--- config.mk ---
export PLATFORM = sky130hd
export DESIGN_NAME = triumph_id_stage
export DESIGN_NICKNAME = d
export VERILOG_FILES = /design/src/rtl/triumph_pkg.sv /design/src/rtl/triumph_decoder.sv /design/src/rtl/triumph_id_stage.sv
export SDC_FILE = /design/constraint.sdc
export NUM_CORES = 1
export LEC_CHECK = 0
export CORE_MARGIN = 2
export CORE_UTILIZATION = 35
export CTS_CLUSTER_DIAMETER = 100
export DETAILED_ROUTE_END_ITERATION = 8
export PLACE_DENSITY = 0.67
export SYNTH_ARGS = -nofsm -noshare
export SYNTH_HDL_FRONTEND = slang
export SYNTH_SLANG_ARGS = --single-unit
--- constraint.sdc ---
create_clock -name clk_i -period 3.61 [get_ports clk_i]
set_input_delay 0.722 -clock clk_i [delete_from_list [all_inputs] [get_ports clk_i]]
set_output_delay 0.722 -clock clk_i [all_outputs]
set_load 0.1 [all_outputs]
--- src/rtl/triumph_pkg.sv ---
// rtl/triumph_pkg.sv - shared types, opcodes and helpers for the Triumph ID stage
package triumph_pkg;

    typedef enum logic [3:0] {
        ALU_ADD  = 4'd0,
        ALU_SUB  = 4'd1,
        ALU_SLL  = 4'd2,
        ALU_SLT  = 4'd3,
        ALU_SLTU = 4'd4,
        ALU_XOR  = 4'd5,
        ALU_SRL  = 4'd6,
        ALU_SRA  = 4'd7,
        ALU_OR   = 4'd8,
        ALU_AND  = 4'd9,
        ALU_LUI  = 4'd10
    } alu_op_e;

    typedef enum logic [2:0] {IMM_I, IMM_S, IMM_B, IMM_U, IMM_J} imm_sel_e;

    localparam logic [6:0] OPC_LUI    = 7'b0110111;
    localparam logic [6:0] OPC_AUIPC  = 7'b0010111;
    localparam logic [6:0] OPC_JAL    = 7'b1101111;
    localparam logic [6:0] OPC_JALR   = 7'b1100111;
    localparam logic [6:0] OPC_BRANCH = 7'b1100011;
    localparam logic [6:0] OPC_LOAD   = 7'b0000011;
    localparam logic [6:0] OPC_STORE  = 7'b0100011;
    localparam logic [6:0] OPC_OPIMM  = 7'b0010011;
    localparam logic [6:0] OPC_OP     = 7'b0110011;
    localparam logic [6:0] OPC_MISC   = 7'b0001111;
    localparam logic [6:0] OPC_SYSTEM = 7'b1110011;

    typedef struct packed {
        alu_op_e     alu_op;
        logic [31:0] imm;
        logic [4:0]  rs1;
        logic [4:0]  rs2;
        logic [4:0]  rd;
        logic        use_rs1;
        logic        use_rs2;
        logic        rd_we;
        logic        use_imm;
        logic        use_pc;
        logic        load;
        logic        store;
        logic        branch;
        logic        jump;
        logic        illegal;
    } id_dec_t;

    function automatic logic [31:0] gen_imm(input logic [31:0] inst, input imm_sel_e sel);
        case (sel)
            IMM_S:   gen_imm = {{20{inst[31]}}, inst[31:25], inst[11:7]};
            IMM_B:   gen_imm = {{19{inst[31]}}, inst[31], inst[7], inst[30:25], inst[11:8], 1'b0};
            IMM_U:   gen_imm = {inst[31:12], 12'b0};
            IMM_J:   gen_imm = {{11{inst[31]}}, inst[31], inst[19:12], inst[20], inst[30:21], 1'b0};
            default: gen_imm = {{20{inst[31]}}, inst[31:20]};
        endcase
    endfunction

    // alt selects SUB over ADD and SRA over SRL (funct7 bit 5)
    function automatic alu_op_e alu_from_f3(input logic [2:0] f3, input logic alt);
        case (f3)
            3'b000:  alu_from_f3 = alt ? ALU_SUB : ALU_ADD;
            3'b001:  alu_from_f3 = ALU_SLL;
            3'b010:  alu_from_f3 = ALU_SLT;
            3'b011:  alu_from_f3 = ALU_SLTU;
            3'b100:  alu_from_f3 = ALU_XOR;
            3'b101:  alu_from_f3 = alt ? ALU_SRA : ALU_SRL;
            3'b110:  alu_from_f3 = ALU_OR;
            default: alu_from_f3 = ALU_AND;
        endcase
    endfunction

endpackage

--- src/rtl/triumph_decoder.sv ---
// rtl/triumph_decoder.sv - combinational RV32I instruction decoder
module triumph_decoder
    import triumph_pkg::*;
(
    input  logic [31:0] instr_i,
    output id_dec_t     dec_o
);

    logic [6:0] opcode;
    logic [2:0] f3;
    logic [6:0] f7;
    imm_sel_e   sel;

    assign opcode = instr_i[6:0];
    assign f3     = instr_i[14:12];
    assign f7     = instr_i[31:25];

    always_comb begin
        sel        = IMM_I;
        dec_o      = '0;
        dec_o.alu_op = ALU_ADD;
        dec_o.rs1  = instr_i[19:15];
        dec_o.rd   = instr_i[11:7];
        case (opcode)
            OPC_LUI: begin
                dec_o.alu_op = ALU_LUI;
                sel = IMM_U;
                dec_o.rs1 = '0;
                dec_o.use_imm = 1'b1;
                dec_o.rd_we = 1'b1;
            end
            OPC_AUIPC: begin
                sel = IMM_U;
                dec_o.rs1 = '0;
                {dec_o.use_imm, dec_o.use_pc, dec_o.rd_we} = 3'b111;
            end
            OPC_JAL: begin
                sel = IMM_J;
                dec_o.rs1 = '0;
                {dec_o.use_imm, dec_o.use_pc, dec_o.rd_we, dec_o.jump} = 4'b1111;
            end
            OPC_JALR: begin
                {dec_o.use_rs1, dec_o.use_imm, dec_o.rd_we, dec_o.jump} = 4'b1111;
                dec_o.illegal = (f3 != 3'b000);
            end
            OPC_BRANCH: begin
                sel = IMM_B;
                dec_o.rs2 = instr_i[24:20];
                {dec_o.use_rs1, dec_o.use_rs2, dec_o.branch} = 3'b111;
                dec_o.alu_op  = f3[2] ? (f3[1] ? ALU_SLTU : ALU_SLT) : ALU_SUB;
                dec_o.illegal = (f3[2:1] == 2'b01);
            end
            OPC_LOAD: begin
                {dec_o.use_rs1, dec_o.use_imm, dec_o.rd_we, dec_o.load} = 4'b1111;
                dec_o.illegal = (f3 == 3'b011) || (f3[2:1] == 2'b11);
            end
            OPC_STORE: begin
                sel = IMM_S;
                dec_o.rs2 = instr_i[24:20];
                {dec_o.use_rs1, dec_o.use_rs2, dec_o.use_imm, dec_o.store} = 4'b1111;
                dec_o.illegal = f3[2] || (f3[1:0] == 2'b11);
            end
            OPC_OPIMM: begin
                {dec_o.use_rs1, dec_o.use_imm, dec_o.rd_we} = 3'b111;
                dec_o.alu_op  = alu_from_f3(f3, (f3 == 3'b101) && f7[5]);
                dec_o.illegal = ((f3 == 3'b001) && (f7 != 7'b0)) ||
                                ((f3 == 3'b101) && (f7 != 7'b0) && (f7 != 7'b0100000));
            end
            OPC_OP: begin
                dec_o.rs2 = instr_i[24:20];
                {dec_o.use_rs1, dec_o.use_rs2, dec_o.rd_we} = 3'b111;
                dec_o.alu_op  = alu_from_f3(f3, f7[5]);
                dec_o.illegal = !((f7 == 7'b0) ||
                                  ((f7 == 7'b0100000) && ((f3 == 3'b000) || (f3 == 3'b101))));
            end
            OPC_MISC, OPC_SYSTEM: begin
            end
            default: dec_o.illegal = 1'b1;
        endcase
        dec_o.imm = gen_imm(instr_i, sel);
        // an illegal op travels down the pipe with no side effects
        if (dec_o.illegal) begin
            dec_o.alu_op = ALU_ADD;
            {dec_o.use_rs1, dec_o.use_rs2, dec_o.rd_we, dec_o.use_imm, dec_o.use_pc} = 5'b0;
            {dec_o.load, dec_o.store, dec_o.branch, dec_o.jump} = 4'b0;
        end
    end

endmodule

--- src/rtl/triumph_id_stage.sv ---
// rtl/triumph_id_stage.sv - RV32I decode stage with ID slot, scoreboard and ID/EX register
module triumph_id_stage
    import triumph_pkg::*;
(
    input  logic        clk_i,
    input  logic        rst_ni,
    input  logic        instr_valid_if_i,
    input  logic [31:0] instr_if_i,
    input  logic [31:0] pc_if_i,
    output logic        instr_ready_id_o,
    input  logic        flush_i,
    input  logic        wb_valid_i,
    input  logic [4:0]  wb_rd_addr_i,
    output logic [4:0]  rs1_addr_ex_o,
    output logic [4:0]  rs2_addr_ex_o,
    output logic [4:0]  rd_addr_ex_o,
    output logic        valid_ex_o,
    input  logic        ready_ex_i,
    output logic [3:0]  alu_op_ex_o,
    output logic [31:0] imm_ex_o,
    output logic [31:0] pc_ex_o,
    output logic        use_imm_ex_o,
    output logic        use_pc_ex_o,
    output logic        rd_we_ex_o,
    output logic        load_ex_o,
    output logic        store_ex_o,
    output logic        branch_ex_o,
    output logic        jump_ex_o,
    output logic        illegal_ex_o
);

    logic        id_valid_q, id_valid_d;
    logic [31:0] id_instr_q, id_instr_d;
    logic [31:0] id_pc_q, id_pc_d;
    logic [31:0] busy_q, busy_d;
    id_dec_t     dec;
    logic        hazard, issue;

    logic        valid_ex_q, use_imm_q, use_pc_q, rd_we_q, load_q, store_q, branch_q, jump_q, illegal_q;
    logic [4:0]  rs1_q, rs2_q, rd_q;
    alu_op_e     alu_q;
    logic [31:0] imm_q, pc_q;

    triumph_decoder u_decoder (
        .instr_i (id_instr_q),
        .dec_o   (dec)
    );

    assign hazard = (dec.use_rs1 && (dec.rs1 != 5'd0) && busy_q[dec.rs1]) ||
                    (dec.use_rs2 && (dec.rs2 != 5'd0) && busy_q[dec.rs2]) ||
                    (dec.rd_we   && (dec.rd  != 5'd0) && busy_q[dec.rd]);
    assign issue  = id_valid_q && !hazard && (!valid_ex_q || ready_ex_i);
    assign instr_ready_id_o = !flush_i && (!id_valid_q || issue);

    always_comb begin
        id_valid_d = id_valid_q;
        id_instr_d = id_instr_q;
        id_pc_d    = id_pc_q;
        if (flush_i) begin
            id_valid_d = 1'b0;
        end else if (instr_valid_if_i && instr_ready_id_o) begin
            id_valid_d = 1'b1;
            id_instr_d = instr_if_i;
            id_pc_d    = pc_if_i;
        end else if (issue) begin
            id_valid_d = 1'b0;
        end
    end

    // set is applied after clear so a same-cycle collision leaves the bit busy
    always_comb begin
        busy_d = busy_q;
        if (wb_valid_i && (wb_rd_addr_i != 5'd0)) busy_d[wb_rd_addr_i] = 1'b0;
        if (issue && dec.rd_we && (dec.rd != 5'd0)) busy_d[dec.rd] = 1'b1;
        busy_d[0] = 1'b0;
    end

    always_ff @(posedge clk_i or negedge rst_ni) begin
        if (!rst_ni) begin
            id_valid_q <= 1'b0;
            id_instr_q <= '0;
            id_pc_q    <= '0;
            busy_q     <= '0;
        end else begin
            id_valid_q <= id_valid_d;
            id_instr_q <= id_instr_d;
            id_pc_q    <= id_pc_d;
            busy_q     <= busy_d;
        end
    end

    always_ff @(posedge clk_i or negedge rst_ni) begin
        if (!rst_ni) begin
            valid_ex_q <= 1'b0;
            rs1_q      <= '0;
            rs2_q      <= '0;
            rd_q       <= '0;
            alu_q      <= ALU_ADD;
            imm_q      <= '0;
            pc_q       <= '0;
            {use_imm_q, use_pc_q, rd_we_q, load_q, store_q, branch_q, jump_q, illegal_q} <= '0;
        end else if (issue) begin
            valid_ex_q <= 1'b1;
            rs1_q      <= dec.rs1;
            rs2_q      <= dec.rs2;
            rd_q       <= dec.rd;
            alu_q      <= dec.alu_op;
            imm_q      <= dec.imm;
            pc_q       <= id_pc_q;
            {use_imm_q, use_pc_q, rd_we_q, load_q, store_q, branch_q, jump_q, illegal_q} <=
                {dec.use_imm, dec.use_pc, dec.rd_we, dec.load, dec.store, dec.branch, dec.jump, dec.illegal};
        end else if (ready_ex_i) begin
            valid_ex_q <= 1'b0;
        end
    end

    assign valid_ex_o    = valid_ex_q;
    assign rs1_addr_ex_o = rs1_q;
    assign rs2_addr_ex_o = rs2_q;
    assign rd_addr_ex_o  = rd_q;
    assign alu_op_ex_o   = alu_q;
    assign imm_ex_o      = imm_q;
    assign pc_ex_o       = pc_q;
    assign use_imm_ex_o  = use_imm_q;
    assign use_pc_ex_o   = use_pc_q;
    assign rd_we_ex_o    = rd_we_q;
    assign load_ex_o     = load_q;
    assign store_ex_o    = store_q;
    assign branch_ex_o   = branch_q;
    assign jump_ex_o     = jump_q;
    assign illegal_ex_o  = illegal_q;

endmodule

==> summary.md <==
| Metric | Value |
|---|---|
| Worst Path Arrival | 2800 ps |
| Longest Clk Path Bufs | 2 |
| CTS hold repair buffers | 0 |
| Period utilisation layout | 97.57% |
| Top cell type by total area after synthesis | dfrtp_1 |
| Setup TNS | 0 ps |
| Seq/Total Area, Yosys | 49.41% |
| Drt pass-1 iters | 5 |
| Syn Area/Cell | 12.33 um2 |
| Critical Path End Type | output pin |
| # diodes | 0 |
| DR iter-0 viols | 598 |
| Filler Cell Count | 2418 |
| Top Ports | 168 |
| Power Density | 845.8 nW/um2 |
| Global route total overflow | 0 |
| Cell Area, Synth | 9522 um2 |
| Detail Route Antenna Nets | 0 |
| Clk root buf | clkbuf_16 |
| Initial Util | 35.53% |
| H-tree depth | 4 |
| Pwr Total | 10.46 mW |
| Setup CP Type | flop to output pin |
| Clock sinks | 188 |
| Core ar. | 26800 um2 |
| Site row count | 60 |
| Slew @ Worst Pin | 1031 ps |
| Clk slew on worst S/H paths | 80 ps |
| F_max | 283.9 MHz |
| Synth top cells by count | dfrtp_1 (188), mux2_4 (74), nand2_1 (53) |
| Port-buffer cells | 167 |
| Layout cells sized above 1 | 26.05% |
| Synth async-reset ratio | 100.0% |
| Critical Path RT | 2890 ps |
| Post-detail-place hpwl | 17.60 mm |
| All-layer global routing usage | 17.99% |
| Vias in the first global route | 7021 |
| Critical path launch point type | flop |
| DP Cell Count | 1250 |
| Area grow syn2layout | 29.92% |
| Die area | 28540 um2 |
| Max Slew Vio Count | 0 |
| # DRC | 0 |
| Dominant cells by area after synthesis | dfrtp_1 (49%), mux2_4 (12%), mux2_2 (5.4%) |
| Vias | 6894 |
| NumNets Final | 1018 |
| YS warnings | 0 |
| Final hold vios | 0 |
| Crit-path max FO | 4 |
| Chip Width | 168.9 um |
| Wire per inst | 19.51 um |
| Tightest Hold Check Type | input pin to async pin |
| Final non-filler cell total | 1297 |
| Max VDD drop | 579.4 uV |
| Run status | completed |
| Leakage | 5.274 nW |
| Top-count cell post-synth | dfrtp_1 |
| Die H | 168.9 um |
| Total Wirelength | 25.31 mm |
| Main synth FF type | dfrtp_1 |
| Post-synth EDFFs | 0 |
| CTS tree | yes |
| Max-cap violations | 0 |
| Dpl ws | 252.8 ps |
| # setup viols final | 0 |
| Unrepaired setup endpoints after global routing | yes |
| Area share of the largest cell type after synthesis | 49.41% |
| Cell count after synthesis | 772 |
| Crit path time final | 3522 ps |
| GPL Wtd Cong | 0.8999 |
| Syn Nets | 847 |
| Final worst-path setup slack | 87.64 ps |
| Relative slew slack | 31.08% |
| Largest net degree at the start of global routing | 79 |
| Count of cell types in the netlist | 69 |
| Clk_lat worst skew | 430 ps |
| Initial antenna violation count | 2 |
| First-pass GRT wire length | 40.19 mm |
| Worst clock skew | 13.98 ps |
| CTS buffer count | 17 |
| Vias per inst | 5.315 |
| Seq cells post-synth | 188 |
## state kept, by name (all words and copies together) (netlist names)
| register | cells |
|---|---|
| pc_ex_o | 32 |
| valid_ex_o | 1 |
| rd_addr_ex_o | 5 |
| branch_ex_o | 1 |
| id_pc_q | 32 |
| use_imm_ex_o | 1 |
| rs2_addr_ex_o | 5 |
| illegal_ex_o | 1 |
| jump_ex_o | 1 |
| rd_we_ex_o | 1 |
| busy_q | 31 |
| id_instr_q | 32 |
| id_valid_q | 1 |
| load_ex_o | 1 |
| use_pc_ex_o | 1 |
| rs1_addr_ex_o | 5 |
| store_ex_o | 1 |
| imm_ex_o | 32 |
| alu_op_ex_o | 4 |
## what timing repair did
action                     4_1_cts  5_1_grt
resized for setup                5       21
pin swaps                        3        8
setup endpoints to repair        1        1
gates cloned                     0        0
setup buffers                   12        3
## stage by stage
step	instance area (um2)	util, %	hold slack [ps]
3_3_place_gp	11550	43.10	472.4
4_1_cts	12260	45.76	338.2
6_report	12370	46.16	298.0
2_1_floorplan	9533	-	426.4
5_1_grt	12370	46.16	357.4
3_5_place_dp	11550	43.10	479.2
## cell type report
class	instances	area [um2]	share of cell area, %
Clock buffer	18	439.2	3.550
Clock inverter	14	161.4	1.305
Inverter	41	153.9	1.244
Multi-Input combinational cell	481	4357	35.22
Sequential cell	188	4713	38.10
Tap cell	341	426.7	3.449
Timing Repair Buffer	214	2120	17.13
## final timing paths
check	start	to	slack, ps	cells after the start
setup / recovery	id_instr_q[16]	instr_ready_id_o	90	8
hold / removal	rst_ni	pc_ex_o[24]	300	1
setup reg to reg	id_instr_q[15]	id_instr_q[26]	370	12
hold reg to reg	pc_ex_o[27]	pc_ex_o[27]	500	1
max in group asynchronous	rst_ni	alu_op_ex_o[3]	2480	2
min in group clk_i	pc_ex_o[27]	pc_ex_o[27]	500	1
## cells by family after synthesis
family / synth area share, %
DFF: 49.41
and+or+nand+nor: 8.265
AOI/OAI and AO/OA: 10.63
buffers and inverters: 5.966
muxes: 25.73
## worst max-delay path, stage by stage, from the launching register on
cell and delay, ps:
dfrtp_2 430, mux4_2 510, a2111o_1 410, a21oi_1 220, o22ai_2 110, nand2b_1 150
nand4_4 130, a21oi_4 200, buf_12 190
## power breakdown
group	total (mW)	switching, mW	internal (mW)
clock	1.94	0.882	1.06
combinational	5.43	3.88	1.54
sequential	3.10	0.431	2.67
## layout by cell type, fill, tap and decap left out, types with 3 or more instances in the layout
| master | n |
|---|---|
| clkinvlp_4 | 3 |
| nand3_1 | 9 |
| clkdlybuf4s50_1 | 163 |
| mux2_1 | 7 |
| nand3b_1 | 9 |
| mux2_4 | 74 |
| buf_12 | 7 |
| or3_1 | 4 |
| a211oi_1 | 3 |
| dfrtp_2 | 7 |
| o41ai_1 | 28 |
| o41ai_2 | 3 |
| dfrtp_1 | 181 |
| inv_1 | 41 |
| o21ai_0 | 41 |
| mux4_2 | 11 |
| and2_1 | 4 |
| a31oi_1 | 6 |
| a21oi_1 | 32 |
| buf_4 | 41 |
| nor3_1 | 6 |
| inv_8 | 3 |
| nor3b_1 | 4 |
| mux2i_1 | 49 |
| and3_1 | 3 |
| clkbuf_16 | 17 |
| nor2_1 | 15 |
| o22ai_1 | 4 |
| nor2b_1 | 7 |
| nand2b_1 | 7 |
| nand2_1 | 53 |
| mux2_2 | 46 |
| or3b_2 | 5 |
## layer usage
| layer | global-route usage (%) | vias to the layer above | routed length (um) |
|---|---|---|---|
| met4 | 4.423 | 4 | 309 |
| met2 | 27.46 | 307 | 11390 |
| met5 | 0 | - | 21 |
| met1 | 25.00 | 3402 | 11370 |
| li1 | - | 3152 | - |
| met3 | 5.541 | 29 | 2223 |
No activity file was read; power rests on OpenSTA's default activity.
